[src/rtl/riscv_ctrl_pkg.sv]
`default_nettype none
// ============================================================================
// Package     : riscv_ctrl_pkg
// Description : Shared opcodes, FSM state encoding and control-field
//               encodings for the RV32IF multi-cycle controller.
// Revision    : 1.0 - initial release
// ============================================================================
package riscv_ctrl_pkg;

  // Major opcodes decoded by the controller
  localparam logic [6:0] OP_LW  = 7'b0000011;
  localparam logic [6:0] OP_SW  = 7'b0100011;
  localparam logic [6:0] OP_R   = 7'b0110011;
  localparam logic [6:0] OP_I   = 7'b0010011;
  localparam logic [6:0] OP_BEQ = 7'b1100011;
  localparam logic [6:0] OP_JAL = 7'b1101111;
  localparam logic [6:0] OP_FLW = 7'b0000111;
  localparam logic [6:0] OP_FSW = 7'b0100111;
  localparam logic [6:0] OP_FP  = 7'b1010011;

  typedef enum logic [3:0] {
    S_FETCH    = 4'd0,
    S_DECODE   = 4'd1,
    S_MEMADR   = 4'd2,
    S_MEMREAD  = 4'd3,
    S_MEMWB    = 4'd4,
    S_MEMWRITE = 4'd5,
    S_EXECUTER = 4'd6,
    S_EXECUTEI = 4'd7,
    S_ALUWB    = 4'd8,
    S_BEQ      = 4'd9,
    S_JAL      = 4'd10,
    S_FPU_EXEC = 4'd11,
    S_FPU_WB   = 4'd12,
    S_TRAP     = 4'd13
  } state_t;

  // ALU A operand select
  localparam logic [1:0] SRCA_PC    = 2'b00;
  localparam logic [1:0] SRCA_OLDPC = 2'b01;
  localparam logic [1:0] SRCA_RS1   = 2'b10;

  // ALU B operand select
  localparam logic [1:0] SRCB_RS2  = 2'b00;
  localparam logic [1:0] SRCB_IMM  = 2'b01;
  localparam logic [1:0] SRCB_FOUR = 2'b10;

  // Result multiplexer select
  localparam logic [1:0] RES_ALUOUT    = 2'b00;
  localparam logic [1:0] RES_READDATA  = 2'b01;
  localparam logic [1:0] RES_ALURESULT = 2'b10;

  // ALU decoder request
  localparam logic [1:0] ALUOP_ADD   = 2'b00;
  localparam logic [1:0] ALUOP_SUB   = 2'b01;
  localparam logic [1:0] ALUOP_FUNCT = 2'b10;

  // Immediate format
  localparam logic [1:0] IMM_I = 2'b00;
  localparam logic [1:0] IMM_S = 2'b01;
  localparam logic [1:0] IMM_B = 2'b10;
  localparam logic [1:0] IMM_J = 2'b11;

  // Trap cause
  localparam logic [1:0] TRAP_NONE    = 2'b00;
  localparam logic [1:0] TRAP_ILLEGAL = 2'b01;
  localparam logic [1:0] TRAP_FPU_TO  = 2'b10;

endpackage
`default_nettype wire

[src/rtl/multicycle_fp_controller_if.sv]
`default_nettype none
// ============================================================================
// Interface   : multicycle_fp_controller_if
// Description : Control bundle between the multi-cycle controller and the
//               RV32IF datapath.
//               Datapath -> controller : op, zero, mem_ready, fpu_done,
//                                        fpu_int_dest
//               Controller -> datapath : mux selects, write enables, FPU
//                                        launch, trap status
//               master = controller side, slave = datapath side.
// Revision    : 1.0 - initial release
// ============================================================================
interface multicycle_fp_controller_if;
  logic [6:0] op;
  logic       zero;
  logic       mem_ready;
  logic       fpu_done;
  logic       fpu_int_dest;

  logic       PCWrite;
  logic       AdrSrc;
  logic       IRWrite;
  logic       MemWrite;
  logic [1:0] ResultSrc;
  logic [1:0] ALUSrcA;
  logic [1:0] ALUSrcB;
  logic [1:0] ALUOp;
  logic [1:0] ImmSrc;
  logic       RegWrite;
  logic       float_RegWrite;
  logic       float_store;
  logic       ResultSrc_float;
  logic       fpu_start;
  logic       illegal_op;
  logic [1:0] trap_cause;

  modport master (
    input  op, zero, mem_ready, fpu_done, fpu_int_dest,
    output PCWrite, AdrSrc, IRWrite, MemWrite, ResultSrc, ALUSrcA, ALUSrcB,
           ALUOp, ImmSrc, RegWrite, float_RegWrite, float_store,
           ResultSrc_float, fpu_start, illegal_op, trap_cause
  );

  modport slave (
    output op, zero, mem_ready, fpu_done, fpu_int_dest,
    input  PCWrite, AdrSrc, IRWrite, MemWrite, ResultSrc, ALUSrcA, ALUSrcB,
           ALUOp, ImmSrc, RegWrite, float_RegWrite, float_store,
           ResultSrc_float, fpu_start, illegal_op, trap_cause
  );
endinterface
`default_nettype wire

[src/rtl/imm_src_decoder.sv]
`default_nettype none
// ============================================================================
// Module      : imm_src_decoder
// Description : Combinational opcode -> immediate-format decoder.
//   i_op       in  7  opcode from the instruction register
//   o_imm_src  out 2  00 = I, 01 = S, 10 = B, 11 = J
// Revision    : 1.0 - initial release
// ============================================================================
module imm_src_decoder
  import riscv_ctrl_pkg::*;
(
  input  wire logic [6:0] i_op,
  output logic      [1:0] o_imm_src
);

  always_comb begin
    o_imm_src = IMM_I;
    case (i_op)
      OP_SW, OP_FSW: o_imm_src = IMM_S;
      OP_BEQ:        o_imm_src = IMM_B;
      OP_JAL:        o_imm_src = IMM_J;
      default:       o_imm_src = IMM_I;
    endcase
  end

endmodule
`default_nettype wire

[src/rtl/multicycle_fp_controller.sv]
`default_nettype none
// ============================================================================
// Module      : multicycle_fp_controller
// Description : Moore FSM sequencing fetch/decode/execute/memory/writeback
//               for the RV32IF multi-cycle datapath, with memory stall,
//               variable-latency FPU wait and sticky trap handling.
//   clk  in   clock, rising edge
//   rst  in   synchronous active-high reset
//   bus  master modport of multicycle_fp_controller_if (datapath controls)
// Revision    : 1.0 - initial release
// ============================================================================
module multicycle_fp_controller
  import riscv_ctrl_pkg::*;
#(
  parameter int FPU_TIMEOUT = 64,
  parameter bit ENABLE_F    = 1'b1
) (
  input wire logic                  clk,
  input wire logic                  rst,
  multicycle_fp_controller_if.master bus
);

  localparam int CNT_W = (FPU_TIMEOUT > 2) ? $clog2(FPU_TIMEOUT) : 1;
  localparam logic [CNT_W-1:0] CNT_LAST = CNT_W'((FPU_TIMEOUT > 0) ? FPU_TIMEOUT - 1 : 0);

  state_t           r_state;
  state_t           w_next;
  logic [CNT_W-1:0] r_cnt;
  logic             r_int_dest;
  logic [1:0]       r_cause;
  logic             w_trap_set;
  logic [1:0]       w_trap_cause;
  logic [1:0]       w_imm_src;

  logic       w_pc_write, w_adr_src, w_ir_write, w_mem_write;
  logic [1:0] w_result_src, w_alu_src_a, w_alu_src_b, w_alu_op;
  logic       w_reg_write, w_freg_write, w_float_store, w_result_src_float;
  logic       w_fpu_start;

  imm_src_decoder u_imm_src_decoder (
    .i_op      (bus.op),
    .o_imm_src (w_imm_src)
  );

  always_ff @(posedge clk) begin
    if (rst) begin
      r_state    <= S_FETCH;
      r_cnt      <= '0;
      r_int_dest <= 1'b0;
      r_cause    <= TRAP_NONE;
    end else begin
      r_state <= w_next;
      // Counter is held at zero outside FPU_EXEC, so it is zero on entry;
      // it saturates so that a disabled timeout never wraps back to zero.
      if (r_state != S_FPU_EXEC) begin
        r_cnt <= '0;
      end else if (!bus.fpu_done && (r_cnt != '1)) begin
        r_cnt <= r_cnt + 1'b1;
      end
      if ((r_state == S_FPU_EXEC) && bus.fpu_done) begin
        r_int_dest <= bus.fpu_int_dest;
      end
      if (w_trap_set) begin
        r_cause <= w_trap_cause;
      end
    end
  end

  always_comb begin
    w_next             = r_state;
    w_trap_set         = 1'b0;
    w_trap_cause       = TRAP_NONE;
    w_pc_write         = 1'b0;
    w_adr_src          = 1'b0;
    w_ir_write         = 1'b0;
    w_mem_write        = 1'b0;
    w_result_src       = RES_ALUOUT;
    w_alu_src_a        = SRCA_PC;
    w_alu_src_b        = SRCB_RS2;
    w_alu_op           = ALUOP_ADD;
    w_reg_write        = 1'b0;
    w_freg_write       = 1'b0;
    w_float_store      = 1'b0;
    w_result_src_float = 1'b0;
    w_fpu_start        = 1'b0;
    case (r_state)
      S_FETCH: begin
        w_alu_src_b  = SRCB_FOUR;
        w_result_src = RES_ALURESULT;
        w_ir_write   = bus.mem_ready;
        w_pc_write   = bus.mem_ready;
        if (bus.mem_ready) w_next = S_DECODE;
      end
      S_DECODE: begin
        // Precompute the branch target while the opcode is decoded
        w_alu_src_a = SRCA_OLDPC;
        w_alu_src_b = SRCB_IMM;
        case (bus.op)
          OP_LW, OP_SW:   w_next = S_MEMADR;
          OP_FLW, OP_FSW: w_next = ENABLE_F ? S_MEMADR : S_TRAP;
          OP_R:           w_next = S_EXECUTER;
          OP_I:           w_next = S_EXECUTEI;
          OP_BEQ:         w_next = S_BEQ;
          OP_JAL:         w_next = S_JAL;
          OP_FP:          w_next = ENABLE_F ? S_FPU_EXEC : S_TRAP;
          default:        w_next = S_TRAP;
        endcase
        if (w_next == S_TRAP) begin
          w_trap_set   = 1'b1;
          w_trap_cause = TRAP_ILLEGAL;
        end
      end
      S_MEMADR: begin
        w_alu_src_a = SRCA_RS1;
        w_alu_src_b = SRCB_IMM;
        w_next = ((bus.op == OP_LW) || (bus.op == OP_FLW)) ? S_MEMREAD : S_MEMWRITE;
      end
      S_MEMREAD: begin
        w_adr_src = 1'b1;
        if (bus.mem_ready) w_next = S_MEMWB;
      end
      S_MEMWB: begin
        w_result_src = RES_READDATA;
        if (bus.op == OP_FLW) begin
          w_freg_write       = 1'b1;
          w_result_src_float = 1'b1;
        end else begin
          w_reg_write = 1'b1;
        end
        w_next = S_FETCH;
      end
      S_MEMWRITE: begin
        w_adr_src     = 1'b1;
        w_mem_write   = 1'b1;
        w_float_store = (bus.op == OP_FSW);
        if (bus.mem_ready) w_next = S_FETCH;
      end
      S_EXECUTER: begin
        w_alu_src_a = SRCA_RS1;
        w_alu_op    = ALUOP_FUNCT;
        w_next      = S_ALUWB;
      end
      S_EXECUTEI: begin
        w_alu_src_a = SRCA_RS1;
        w_alu_src_b = SRCB_IMM;
        w_alu_op    = ALUOP_FUNCT;
        w_next      = S_ALUWB;
      end
      S_ALUWB: begin
        w_reg_write = 1'b1;
        w_next      = S_FETCH;
      end
      S_BEQ: begin
        w_alu_src_a = SRCA_RS1;
        w_alu_op    = ALUOP_SUB;
        w_pc_write  = bus.zero;
        w_next      = S_FETCH;
      end
      S_JAL: begin
        w_alu_src_a = SRCA_OLDPC;
        w_alu_src_b = SRCB_FOUR;
        w_pc_write  = 1'b1;
        w_next      = S_ALUWB;
      end
      S_FPU_EXEC: begin
        // Counter is zero only on the entry cycle, giving a one-cycle launch
        w_fpu_start = (r_cnt == '0);
        if (bus.fpu_done) begin
          w_next = S_FPU_WB;
        end else if ((FPU_TIMEOUT != 0) && (r_cnt == CNT_LAST)) begin
          w_next       = S_TRAP;
          w_trap_set   = 1'b1;
          w_trap_cause = TRAP_FPU_TO;
        end
      end
      S_FPU_WB: begin
        w_reg_write  = r_int_dest;
        w_freg_write = !r_int_dest;
        w_next       = S_FETCH;
      end
      S_TRAP: begin
        w_next = S_TRAP;
      end
      default: begin
        w_next = S_FETCH;
      end
    endcase
  end

  // Write strobes are suppressed combinationally while reset is asserted
  assign bus.PCWrite         = w_pc_write & ~rst;
  assign bus.IRWrite         = w_ir_write & ~rst;
  assign bus.MemWrite        = w_mem_write & ~rst;
  assign bus.RegWrite        = w_reg_write & ~rst;
  assign bus.float_RegWrite  = w_freg_write & ~rst;
  assign bus.fpu_start       = w_fpu_start & ~rst;
  assign bus.AdrSrc          = w_adr_src;
  assign bus.ResultSrc       = w_result_src;
  assign bus.ALUSrcA         = w_alu_src_a;
  assign bus.ALUSrcB         = w_alu_src_b;
  assign bus.ALUOp           = w_alu_op;
  assign bus.ImmSrc          = w_imm_src;
  assign bus.float_store     = w_float_store;
  assign bus.ResultSrc_float = w_result_src_float;
  assign bus.illegal_op      = (r_state == S_TRAP);
  assign bus.trap_cause      = r_cause;

endmodule
`default_nettype wire

[src/flat_wrapper.sv]
// flat-port wrapper written by rule: the top's interface ports become plain ports
module multicycle_fp_controller_flat import riscv_ctrl_pkg::*;
#(
  parameter int FPU_TIMEOUT = 64,
  parameter bit ENABLE_F    = 1'b1
)
  (clk, rst, bus_op, bus_zero, bus_mem_ready, bus_fpu_done, bus_fpu_int_dest, bus_PCWrite, bus_AdrSrc, bus_IRWrite, bus_MemWrite, bus_ResultSrc, bus_ALUSrcA, bus_ALUSrcB, bus_ALUOp, bus_ImmSrc, bus_RegWrite, bus_float_RegWrite, bus_float_store, bus_ResultSrc_float, bus_fpu_start, bus_illegal_op, bus_trap_cause);
  multicycle_fp_controller_if bus_i ();
  input wire logic clk;
  input wire logic rst;
  input wire logic [$bits(bus_i.op)-1:0] bus_op;
  input wire logic [$bits(bus_i.zero)-1:0] bus_zero;
  input wire logic [$bits(bus_i.mem_ready)-1:0] bus_mem_ready;
  input wire logic [$bits(bus_i.fpu_done)-1:0] bus_fpu_done;
  input wire logic [$bits(bus_i.fpu_int_dest)-1:0] bus_fpu_int_dest;
  output wire logic [$bits(bus_i.PCWrite)-1:0] bus_PCWrite;
  output wire logic [$bits(bus_i.AdrSrc)-1:0] bus_AdrSrc;
  output wire logic [$bits(bus_i.IRWrite)-1:0] bus_IRWrite;
  output wire logic [$bits(bus_i.MemWrite)-1:0] bus_MemWrite;
  output wire logic [$bits(bus_i.ResultSrc)-1:0] bus_ResultSrc;
  output wire logic [$bits(bus_i.ALUSrcA)-1:0] bus_ALUSrcA;
  output wire logic [$bits(bus_i.ALUSrcB)-1:0] bus_ALUSrcB;
  output wire logic [$bits(bus_i.ALUOp)-1:0] bus_ALUOp;
  output wire logic [$bits(bus_i.ImmSrc)-1:0] bus_ImmSrc;
  output wire logic [$bits(bus_i.RegWrite)-1:0] bus_RegWrite;
  output wire logic [$bits(bus_i.float_RegWrite)-1:0] bus_float_RegWrite;
  output wire logic [$bits(bus_i.float_store)-1:0] bus_float_store;
  output wire logic [$bits(bus_i.ResultSrc_float)-1:0] bus_ResultSrc_float;
  output wire logic [$bits(bus_i.fpu_start)-1:0] bus_fpu_start;
  output wire logic [$bits(bus_i.illegal_op)-1:0] bus_illegal_op;
  output wire logic [$bits(bus_i.trap_cause)-1:0] bus_trap_cause;
  assign bus_i.op = bus_op;
  assign bus_i.zero = bus_zero;
  assign bus_i.mem_ready = bus_mem_ready;
  assign bus_i.fpu_done = bus_fpu_done;
  assign bus_i.fpu_int_dest = bus_fpu_int_dest;
  assign bus_PCWrite = bus_i.PCWrite;
  assign bus_AdrSrc = bus_i.AdrSrc;
  assign bus_IRWrite = bus_i.IRWrite;
  assign bus_MemWrite = bus_i.MemWrite;
  assign bus_ResultSrc = bus_i.ResultSrc;
  assign bus_ALUSrcA = bus_i.ALUSrcA;
  assign bus_ALUSrcB = bus_i.ALUSrcB;
  assign bus_ALUOp = bus_i.ALUOp;
  assign bus_ImmSrc = bus_i.ImmSrc;
  assign bus_RegWrite = bus_i.RegWrite;
  assign bus_float_RegWrite = bus_i.float_RegWrite;
  assign bus_float_store = bus_i.float_store;
  assign bus_ResultSrc_float = bus_i.ResultSrc_float;
  assign bus_fpu_start = bus_i.fpu_start;
  assign bus_illegal_op = bus_i.illegal_op;
  assign bus_trap_cause = bus_i.trap_cause;
  multicycle_fp_controller #(.FPU_TIMEOUT(FPU_TIMEOUT), .ENABLE_F(ENABLE_F)) u_core (.clk(clk), .rst(rst), .bus(bus_i));
endmodule
[config.mk]
export PLATFORM = sky130hd
export DESIGN_NAME = multicycle_fp_controller_flat
export DESIGN_NICKNAME = d
export VERILOG_FILES = /design/src/rtl/riscv_ctrl_pkg.sv /design/src/rtl/multicycle_fp_controller_if.sv /design/src/rtl/imm_src_decoder.sv /design/src/rtl/multicycle_fp_controller.sv /design/src/flat_wrapper.sv
export SDC_FILE = /design/constraint.sdc
export NUM_CORES = 1
export LEC_CHECK = 0
export ABC_AREA = 1
export CORE_MARGIN = 3
export CORE_UTILIZATION = 49
export DETAILED_ROUTE_END_ITERATION = 10
export HOLD_SLACK_MARGIN = 0.12
export PLACE_DENSITY = 0.84
export SLEW_MARGIN = 20
export SYNTH_ARGS = -nofsm -noshare
export SYNTH_HDL_FRONTEND = slang
export SYNTH_HIERARCHICAL = 1
export SYNTH_SLANG_ARGS = --single-unit
[constraint.sdc]
create_clock -name clk -period 4.3 [get_ports clk]
set_clock_uncertainty 0.15 [all_clocks]
set_input_delay 0.43 -clock clk [delete_from_list [all_inputs] [get_ports clk]]
set_output_delay 0.43 -clock clk [all_outputs]
set_load 0.005 [all_outputs]
==> metrics.csv <==
metric,value,unit
Leak,0.714,nW
post-synthesis xor/xnor area fraction,0.00811,
initial drt markers,39,
die height,52.9,um
crit end category,output pin,
htree depth,1,
clk_lat worst skew,0.28,ns
Core Area,2020,um2
Yosys reg bits,13,
Non-Filler Instances,254,
min cycle time layout,2.78,ns
fill count,180,
layout cell share with drive strength beyond 1,0.0881,
"Seq/Total Area, Yosys",0.241,
syn_nets,205,
most numerous cell in the Yosys netlist,nand2_1,
top cell type's share of synthesized area,0.241,
CTS Buf Count,3,
Die X,52.9,um
hold crit path type,flip-flop to flip-flop,
Post-CTS Setup Inserts,0,
drt via density,5.01,
antenna violations before repair,0,
GPL Wtd Cong,0.860,
Antenna Nets Post-Route,0,
clk sinks,13,
worst vdd ir,0.000298,V
Critical Path Max Stage Delay,0.52,ns
WP data required,3.72,ns
CP Launch Type,primary input,
"most used cell, CP",clkdlybuf4s50_1,
Pwr Total,0.491,mW
Critical Path AT,2.20,ns
max frequency,360,MHz
PwrDens,333,nW/um2
crit-path cells,clkdlybuf4s50_1 -> nor2_1 -> nand4_1 -> inv_1 -> nand3_1 -> a21oi_1 -> clkdlybuf4s50_1,
Initial DRT Pass Iterations,4,
Placed Area,1450,um2
total track usage,0.224,
RSZ-0062 raised after global routing,false,
yosys warns,6,
top area cells in the synthesized netlist,"dfxtp_1 (24%), nand2_1 (16%), inv_1 (12%), nor2_1 (8.3%), a21oi_1 (6.0%)",
DP HPWL,2.30,mm
max_slew headroom,0.696,
ant diodes,0,
CTS root buffer,clkbuf_4,
post-CTS sizing,0,
Setup-failing EPs final,0,
clk slew on worst S/H paths,0.07,ns
number of synthesized flops with an enable pin,0,
largest net degree at the start of global routing,12,
Layout Utilization,0.730,
Yosys cell types,27,
drt total wl,2.79,mm
DRC viols,0,
crit path kind,primary input to output pin,
compound-cell area share of the yosys netlist,0.144,
Site Rows,16,
WHS,0.321,ns
Place WS,1.53,ns
vias in the first global route,1177,
Initial Util,0.534,
mux contribution to synthesized area,0,
max-cap violations,0,
die area,2800,um2
first-pass GRT wire length,4.77,mm
"top cells by count, synth","nand2_1 (45), inv_1 (35), nor2_1 (24)",
Final Hold Vio Count,0,
max-slew violation total from the final report,0,
routed length per instance,11.0,um
Tightest Pin Transition,0.454,ns
Setup WS post-layout,1.52,ns
vias,1273,
largest family of logic cells by synthesized area,simple AND/OR/NAND/NOR gates,
Slowest cell on crit path,clkdlybuf4s50_1,
Synth Area in Simple Gates,0.440,
cell taking the most area after synthesis,dfxtp_1,
area grow syn2layout,36.7,%
ys flop type,dfxtp_1,
I/O pins,35,
crit-path max FO,7,
Inst Count DP,250,
grt total ovfl,0,
Final nets,243,
Post-Syn Area,1080,um2
adder-cell area share of the yosys netlist,0.0232,
Final period util,0.647,
port bufs,34,
"Hold-fix buffers, CTS",0,
status,finished clean,
post-synthesis async set-or-reset flop share,0,
CTS tree,done,
Longest Clk Path Bufs,2,
setup_tns,0,ns
Synth Area per Inst,5.68,um2
fin area,1480,um2
Mapped Cells,190,
[state kept, by name, indices dropped and copies added (netlist names)]
register and flops:
u_core/bus.trap_cause 2, u_core/r_cnt 6, u_core/r_int_dest 1, u_core/r_state 4
[power breakdown]
part	internal (mW)	switching, mW	total (mW)
Combinational	0.129	0.134	0.263
Sequential	0.134	0.0197	0.154
Clock	0.0360	0.0390	0.0749
Total	0.299	0.193	0.491
[critical path: cells and delay by family]
kind                   cells  cell delay, ns
AND/OR/NAND/NOR            3            0.51
AO/OA/AOI/OAI              1            0.14
buffers and inverters      3            1.13
[final timing paths]
kind,startpoint,end,slack [ns],cells after the start
min reg2reg,u_core/bus.trap_cause[1],u_core/bus.trap_cause[1],0.32,2
max,bus_op[6],bus_float_RegWrite,1.52,7
min,u_core/bus.trap_cause[1],u_core/bus.trap_cause[1],0.32,2
max reg2reg,u_core/r_cnt[0],u_core/r_cnt[3],2.66,7
[layout by cell type, fill, tap and decap left out, types with 4 or more instances in the layout]
| master | netlist | routed |
|---|---|---|
| nand2_1 | 45 | 45 |
| inv_1 | 35 | 35 |
| clkdlybuf4s50_1 | 0 | 34 |
| nor2_1 | 24 | 24 |
| nand3_1 | 13 | 13 |
| a21oi_1 | 13 | 13 |
| dfxtp_1 | 13 | 13 |
| o21ai_0 | 11 | 11 |
| nor2_2 | 4 | 4 |
| nand2_2 | 4 | 4 |
[cells by family after synthesis]
kind of cell / Yosys count
simple gates: 104
buf+inv: 41
compound gates: 29
flops: 13
fa+ha+maj: 2
xor+xnor: 1
[layout make-up]
cell class	count	area, um2	share of cell area
clock buffer	4	26.3	0.0178
inverter	40	151	0.103
tap	27	33.8	0.0229
multi-input combinational	136	664	0.450
timing repair buffer	34	340	0.231
sequential	13	260	0.176
[routing by layer]
layer / vias up / track usage / part of all wire
met2: 42 / 0.368 / 0.48
met4: 0 / 0.0723 / 0
met3: 0 / 0.0338 / 0.048
met5: - / 0 / 0
met1: 561 / 0.297 / 0.47
li1: 670 / - / -
No activity file was read; power rests on OpenSTA's default activity.
